===== src/rtl/casez_dispatch_pkg.sv =====
// Shared types and helpers for the casez dispatch sequencer and its matcher.
//   state_t     : sequencer state encoding
//   slot_lsb()  : low bit of slot k inside a flattened N*W pattern bus
//   IDXW        : match index width for the default slot count
package casez_dispatch_pkg;

    localparam int unsigned N_DEFAULT = 3;
    localparam int unsigned IDXW      = $clog2(N_DEFAULT + 1);

    typedef enum logic [2:0] {
        ST_IDLE = 3'd0,
        ST_EVAL = 3'd1,
        ST_PRE  = 3'd2,
        ST_POST = 3'd3,
        ST_DEF  = 3'd4
    } state_t;

    // Slot k of a flattened bus lives at [slot_lsb(k, w) +: w].
    function automatic int unsigned slot_lsb(input int unsigned k, input int unsigned w);
        return k * w;
    endfunction

endpackage


===== src/rtl/casez_match_unit.sv =====
// Combinational priority wildcard matcher.
//   value, dc         : word to classify and its per-bit don't-care mask
//   pat_value/pat_care: N flattened W-bit slots; care=0 marks a wildcard bit
//   hit_c             : some slot matched
//   idx_c             : lowest matching slot, or N when nothing matched
module casez_match_unit
    import casez_dispatch_pkg::*;
#(
    parameter int unsigned W = 4,
    parameter int unsigned N = 3
) (
    input  logic [W-1:0]             value,
    input  logic [W-1:0]             dc,
    input  logic [N*W-1:0]           pat_value,
    input  logic [N*W-1:0]           pat_care,
    output logic                     hit_c,
    output logic [$clog2(N+1)-1:0]   idx_c
);

    localparam int unsigned IDXW_L = $clog2(N + 1);

    logic [N-1:0] slot_ok;

    // A bit matches when it is a wildcard, an input don't-care, or equal.
    always_comb begin
        slot_ok = '0;
        for (int unsigned k = 0; k < N; k++) begin
            slot_ok[k] = &(~pat_care[slot_lsb(k, W) +: W] | dc |
                           ~(value ^ pat_value[slot_lsb(k, W) +: W]));
        end
    end

    // Lowest-numbered matching slot wins.
    always_comb begin
        hit_c = 1'b0;
        idx_c = IDXW_L'(N);
        for (int unsigned k = 0; k < N; k++) begin
            if (!hit_c && slot_ok[k]) begin
                hit_c = 1'b1;
                idx_c = IDXW_L'(k);
            end
        end
    end

endmodule


===== src/rtl/casez_dispatch_seq.sv =====
// Clocked wildcard dispatcher: accepts one word per handshake, matches it
// against N programmable casez-style patterns (first match wins), then
// writes the winning slot's result after a pre-dwell and waits a post-dwell;
// unmatched words take a shorter default path that pulses default_hit.
//   clk, rst_n          : clock, asynchronous active-low reset
//   in_valid/in_ready   : input handshake (ready only while idle)
//   in_value, in_dc     : word to classify and its input-side don't-care mask
//   pat_value/care/result : N flattened W-bit pattern slots
//   out_value, out_valid: last written result and its one-cycle update pulse
//   match_idx           : matched slot (N = default), valid while busy
//   default_hit         : one-cycle pulse at the end of the default path
//   busy                : transaction in flight
//   txn_cnt             : saturating count of completed transactions
module casez_dispatch_seq
    import casez_dispatch_pkg::*;
#(
    parameter int unsigned W        = 4,
    parameter int unsigned N        = 3,
    parameter int unsigned PRE_CYC  = 3,
    parameter int unsigned POST_CYC = 3,
    parameter int unsigned DEF_CYC  = 2,
    parameter int unsigned ZSYM     = 1
) (
    input  logic                   clk,
    input  logic                   rst_n,
    input  logic                   in_valid,
    output logic                   in_ready,
    input  logic [W-1:0]           in_value,
    input  logic [W-1:0]           in_dc,
    input  logic [N*W-1:0]         pat_value,
    input  logic [N*W-1:0]         pat_care,
    input  logic [N*W-1:0]         pat_result,
    output logic [W-1:0]           out_value,
    output logic                   out_valid,
    output logic [$clog2(N+1)-1:0] match_idx,
    output logic                   default_hit,
    output logic                   busy,
    output logic [15:0]            txn_cnt
);

    localparam int unsigned IDXW_L = $clog2(N + 1);
    localparam int unsigned MAX_AB = (PRE_CYC > POST_CYC) ? PRE_CYC : POST_CYC;
    localparam int unsigned MAXC   = (MAX_AB > DEF_CYC) ? MAX_AB : DEF_CYC;
    localparam int unsigned CNTW   = (MAXC > 1) ? $clog2(MAXC) : 1;

    state_t              state_q, state_d;
    logic [CNTW-1:0]     cnt_q, cnt_d;
    logic [W-1:0]        val_q, val_d;
    logic [W-1:0]        dc_q, dc_d;
    logic [W-1:0]        held_q, held_d;

    logic                in_ready_d;
    logic [W-1:0]        out_value_d;
    logic                out_valid_d;
    logic [IDXW_L-1:0]   match_idx_d;
    logic                default_hit_d;
    logic                busy_d;
    logic [15:0]         txn_cnt_d;
    logic [15:0]         txn_inc_c;

    logic                hit_c;
    logic [IDXW_L-1:0]   hit_idx_c;
    logic [W-1:0]        hit_res_c;

    // Matcher sees the captured word and the live pattern ports.
    casez_match_unit #(
        .W (W),
        .N (N)
    ) u_match (
        .value     (val_q),
        .dc        (dc_q),
        .pat_value (pat_value),
        .pat_care  (pat_care),
        .hit_c     (hit_c),
        .idx_c     (hit_idx_c)
    );

    // Result word of the winning slot; don't-care when nothing matched.
    always_comb begin
        hit_res_c = '0;
        for (int unsigned k = 0; k < N; k++) begin
            if (hit_idx_c == IDXW_L'(k)) begin
                hit_res_c = pat_result[slot_lsb(k, W) +: W];
            end
        end
    end

    assign txn_inc_c = (txn_cnt == 16'hFFFF) ? txn_cnt : txn_cnt + 16'd1;

    // Next-state and next-output logic.
    always_comb begin
        state_d       = state_q;
        cnt_d         = cnt_q;
        val_d         = val_q;
        dc_d          = dc_q;
        held_d        = held_q;
        out_value_d   = out_value;
        out_valid_d   = 1'b0;
        match_idx_d   = match_idx;
        default_hit_d = 1'b0;
        txn_cnt_d     = txn_cnt;

        unique case (state_q)
            ST_IDLE: begin
                if (in_valid) begin
                    val_d   = in_value;
                    dc_d    = (ZSYM != 0) ? in_dc : '0;
                    state_d = ST_EVAL;
                end
            end
            ST_EVAL: begin
                match_idx_d = hit_idx_c;
                cnt_d       = '0;
                if (hit_c) begin
                    held_d  = hit_res_c;
                    state_d = ST_PRE;
                end else begin
                    state_d = ST_DEF;
                end
            end
            ST_PRE: begin
                if (cnt_q == CNTW'(PRE_CYC - 1)) begin
                    out_value_d = held_q;
                    out_valid_d = 1'b1;
                    cnt_d       = '0;
                    state_d     = ST_POST;
                end else begin
                    cnt_d = cnt_q + CNTW'(1);
                end
            end
            ST_POST: begin
                if (cnt_q == CNTW'(POST_CYC - 1)) begin
                    txn_cnt_d = txn_inc_c;
                    state_d   = ST_IDLE;
                end else begin
                    cnt_d = cnt_q + CNTW'(1);
                end
            end
            ST_DEF: begin
                if (cnt_q == CNTW'(DEF_CYC - 1)) begin
                    default_hit_d = 1'b1;
                    txn_cnt_d     = txn_inc_c;
                    state_d       = ST_IDLE;
                end else begin
                    cnt_d = cnt_q + CNTW'(1);
                end
            end
            default: begin
                state_d = ST_IDLE;
            end
        endcase

        // Handshake flags follow the state being entered so they are registered.
        in_ready_d = (state_d == ST_IDLE);
        busy_d     = (state_d != ST_IDLE);
    end

    // State and output registers.
    always_ff @(posedge clk or negedge rst_n) begin
        if (!rst_n) begin
            state_q     <= ST_IDLE;
            cnt_q       <= '0;
            val_q       <= '0;
            dc_q        <= '0;
            held_q      <= '0;
            in_ready    <= 1'b1;
            out_value   <= '0;
            out_valid   <= 1'b0;
            match_idx   <= '0;
            default_hit <= 1'b0;
            busy        <= 1'b0;
            txn_cnt     <= 16'd0;
        end else begin
            state_q     <= state_d;
            cnt_q       <= cnt_d;
            val_q       <= val_d;
            dc_q        <= dc_d;
            held_q      <= held_d;
            in_ready    <= in_ready_d;
            out_value   <= out_value_d;
            out_valid   <= out_valid_d;
            match_idx   <= match_idx_d;
            default_hit <= default_hit_d;
            busy        <= busy_d;
            txn_cnt     <= txn_cnt_d;
        end
    end

endmodule

===== config.mk =====
export PLATFORM = sky130hd
export DESIGN_NAME = casez_dispatch_seq
export DESIGN_NICKNAME = d
export VERILOG_FILES = /design/src/rtl/casez_dispatch_pkg.sv /design/src/rtl/casez_match_unit.sv /design/src/rtl/casez_dispatch_seq.sv
export SDC_FILE = /design/constraint.sdc
export NUM_CORES = 1
export LEC_CHECK = 0
export CAP_MARGIN = 20
export CORE_ASPECT_RATIO = 1.1
export CORE_MARGIN = 5
export CORE_UTILIZATION = 42
export DETAILED_ROUTE_END_ITERATION = 16
export PLACE_DENSITY_LB_ADDON = 0.3
export SLEW_MARGIN = 40
export SYNTH_ARGS = -nofsm -noshare
export SYNTH_HDL_FRONTEND = slang
export SYNTH_SLANG_ARGS = --single-unit

===== constraint.sdc =====
create_clock -name clk -period 1.58 [get_ports clk]
set_input_delay 0.158 -clock clk [delete_from_list [all_inputs] [get_ports clk]]
set_output_delay 0.158 -clock clk [all_outputs]
set_load 0.01 [all_outputs]

==> flow_metrics.env <==
export IMPL_drive_above_1_share=0.383
export IMPL_synth_cell_types=44
export IMPL_fp_dieW_um=80.3
export IMPL_fp_coreArea_um2=5330
export IMPL_first_pass_iters=4
export IMPL_synth_top_cell_area_share=0.461
export IMPL_synth_top_area_cell="dfrtp_1"
export IMPL_grt_ovfl_total=0
export IMPL_synth_seq_cells=43
export IMPL_final_seq_area_um2=1080
export IMPL_num_fill_cells=399
export IMPL_synth_most_common_cell="dfrtp_1"
export IMPL_holdWs_ns=0.326
export IMPL_synth_edf_count=0
export IMPL_antenna_found_initial=0
export IMPL_antennaDiodeCount=0
export IMPL_p_clk_frac=0.111
export IMPL_drv_cap=0
export IMPL_grt_usage=0.182
export IMPL_cts_max_level=2
export IMPL_num_vias=2029
export IMPL_sequentialPowerShare=0.277
export IMPL_crit_fanout=7
export IMPL_slew_violations=0
export IMPL_worst_endpoint_arrival_ns=1.94
export IMPL_async_reset_ff_frac=1.00
export IMPL_cts_root_buf="clkbuf_8"
export IMPL_crit_type="reg2reg"
export IMPL_syn2layout_area_growth_pct=71.3
export IMPL_p_sw_mw=2.42
export IMPL_cts_sinks=43
export IMPL_syn_area_um2=2280
export IMPL_cts_made_buffers=5
export IMPL_cts_tree="yes"
export IMPL_place_worst_setup_slack_ns=-0.416
export IMPL_clk_pin_slew_ns=0.08
export IMPL_postSynthCellCount=206
export IMPL_synth_fp_nets=258
export IMPL_io_buffers=72
export IMPL_fin_skew_ns=0.00744
export IMPL_grt_pass1_wl_um=9880
export IMPL_max_freq_mhz=566
export IMPL_ys_flop_type="dfrtp_1"
export IMPL_yosysWarnings=0
export IMPL_netlist_top_cells_area="dfrtp_1 (46%), mux2_2 (5.4%), xnor2_1 (5.4%)"
export IMPL_leakage_nw=1.69
export IMPL_slew_headroom=0.710
export IMPL_gp_congestion=0.778
export IMPL_fin_cells=412
export IMPL_wl_per_cell_um=14.7
export IMPL_nets=388
export IMPL_critPathLaunchType="register"
export IMPL_violations="setup timing"
export IMPL_grt_pass1_vias=2192
export IMPL_avgSynthCellArea_um2=11.1
export IMPL_fin_area_um2=3910
export IMPL_status="finished, violations left"
export IMPL_fp_dieH_um=87.3
export IMPL_synth_top_cells_by_count="dfrtp_1 (42), inv_1 (14), nand2_1 (14), xnor2_1 (14), xor2_1 (14)"
export IMPL_ir_drop_mv=1.01
export IMPL_finalSetupViolations=15
export IMPL_viasPerCell=4.92
export IMPL_place_area_um2=3450
export IMPL_die_area_um2=7010
export IMPL_power_per_cell_area_nw_per_um2=1640
export IMPL_hold_path_class="in2async"
export IMPL_cts_buffer_depth=2
export IMPL_ioPinCount=73
export IMPL_period_needed_ns=1.77
export IMPL_yosysSeqAreaShare=0.472
export IMPL_tightest_slew_ns=0.435
export IMPL_fin_ws_ns=-0.186
export IMPL_detail_route_wirelength_um=6040
export IMPL_cp_data_required_time_ns=1.75
export IMPL_dp_hpwl_um=4340
export IMPL_fin_util=0.734
export IMPL_combPwrFrac=0.611
export IMPL_rsz0062_at_grt="yes"
export IMPL_dp_cells=393
export IMPL_period_share=1.12
export IMPL_internal_power_mw=3.99
export IMPL_drt_iter0_drc=44
export IMPL_endpoint_kind="register"
export IMPL_num_rows=28
export IMPL_switching_share=0.377
export IMPL_multiInputGateArea_um2=1380
export IMPL_drc=0
export IMPL_hold_viol=0
export IMPL_clock_latency_ns=0.29
export IMPL_grt_max_degree=28
export IMPL_start_util=0.429
export IMPL_drtAntennaViolNets=0
==> cells by family (layout without fill, tap and decap cells) <==
family,after synthesis,count (layout),synth area share
XOR/XNOR,28,28,0.107
adder cells (fa/ha/maj),5,5,0.0274
buffers and inverters,20,151,0.0422
AND/OR/NAND/NOR,58,58,0.142
flip-flops,43,43,0.472
AO/OA/AOI/OAI,39,39,0.146
multiplexers,13,13,0.0630
==> critical path: stages (launching register included) <==
cell and delay (ns):
dfrtp_1 0.43, buf_6 0.14, xor2_2 0.14, a32oi_2 0.24, and2_4 0.26, buf_4 0.13
a221oi_2 0.03, o32ai_1 0.28
==> state kept, by name, summed over array words and instances, names as in the netlist <==
| name | flops |
|---|---|
| busy | 1 |
| cnt_q | 2 |
| dc_q | 4 |
| default_hit | 1 |
| held_q | 4 |
| in_ready | 1 |
| match_idx | 2 |
| out_valid | 1 |
| out_value | 4 |
| state_q | 3 |
| txn_cnt | 16 |
| val_q | 4 |
==> power groups by stage <==
stage	registers, mW	clock network (mW)	logic, mW
3_5_place_dp	1.78	0	3.00
4_1_cts	1.76	0.731	3.39
5_1_grt	1.82	0.795	4.26
6_report	1.78	0.715	3.92
2_1_floorplan	1.82	0	1.65
3_3_place_gp	1.77	0	2.92
==> metrics by stage <==
stage / TNS, ns / power (mW)
floorplan: -0.232 / 3.47
global placement: -2.60 / 4.69
detailed placement: -3.09 / 4.77
CTS: -0.805 / 5.89
global route: -2.98 / 6.88
finish: -0.912 / 6.41
==> area by class of cell <==
class	count	share of cell area
Timing Repair Buffer	129	0.310
Inverter	14	0.0134
Clock inverter	1	0.00128
Clock buffer	7	0.0221
Multi-Input combinational cell	143	0.352
Sequential cell	43	0.277
Tap cell	75	0.0240
==> final timing paths <==
| kind | startpoint | endpoint | slack, ns | depth (start not counted) |
|---|---|---|---|---|
| min in group clk | in_dc[3] | dc_q[3]$_DFFE_PN0P_ | 0.42 | 3 |
| max in group asynchronous | rst_n | in_ready$_DFF_PN1_ | 0.70 | 3 |
| setup / recovery | val_q[1]$_DFFE_PN0P_ | held_q[1]$_DFFE_PN0P_ | -0.19 | 7 |
| hold / removal | rst_n | txn_cnt[5]$_DFFE_PN0P_ | 0.33 | 2 |
| hold reg to reg | txn_cnt[14]$_DFFE_PN0P_ | txn_cnt[14]$_DFFE_PN0P_ | 0.49 | 1 |
| setup reg to reg | val_q[1]$_DFFE_PN0P_ | held_q[1]$_DFFE_PN0P_ | -0.19 | 7 |
==> metal layers <==
layer / GRT usage / vias up / routed length [um]
met4: 0.0568 / 0 / 79
met1: 0.200 / 974 / 2290
li1: - / 986 / -
met5: 0 / - / 0
met3: 0.0507 / 9 / 374
met2: 0.337 / 60 / 3290
==> timing repair <==
item | in CTS | in global routing
gates cloned | 0 | 0
endpoints found under the hold margin | 16 | 0
resized for setup | 30 | 34
endpoints found under the setup margin | 23 | 36
setup buffers | 4 | 8
hold buffers | 1 | 0
pin swaps | 41 | 19
==> layout by cell type, fill, tap and decap left out, types with 6 or more instances in the layout <==
master           count
xor2_1              13
xnor2_1             12
clkbuf_8             6
nor2_1               7
nor2b_1              7
buf_6               10
inv_1               13
buf_4               44
nand2_1             13
clkdlybuf4s50_1     70
dfrtp_1             37
mux2_2               8
Power figures use the tool's default switching activity.
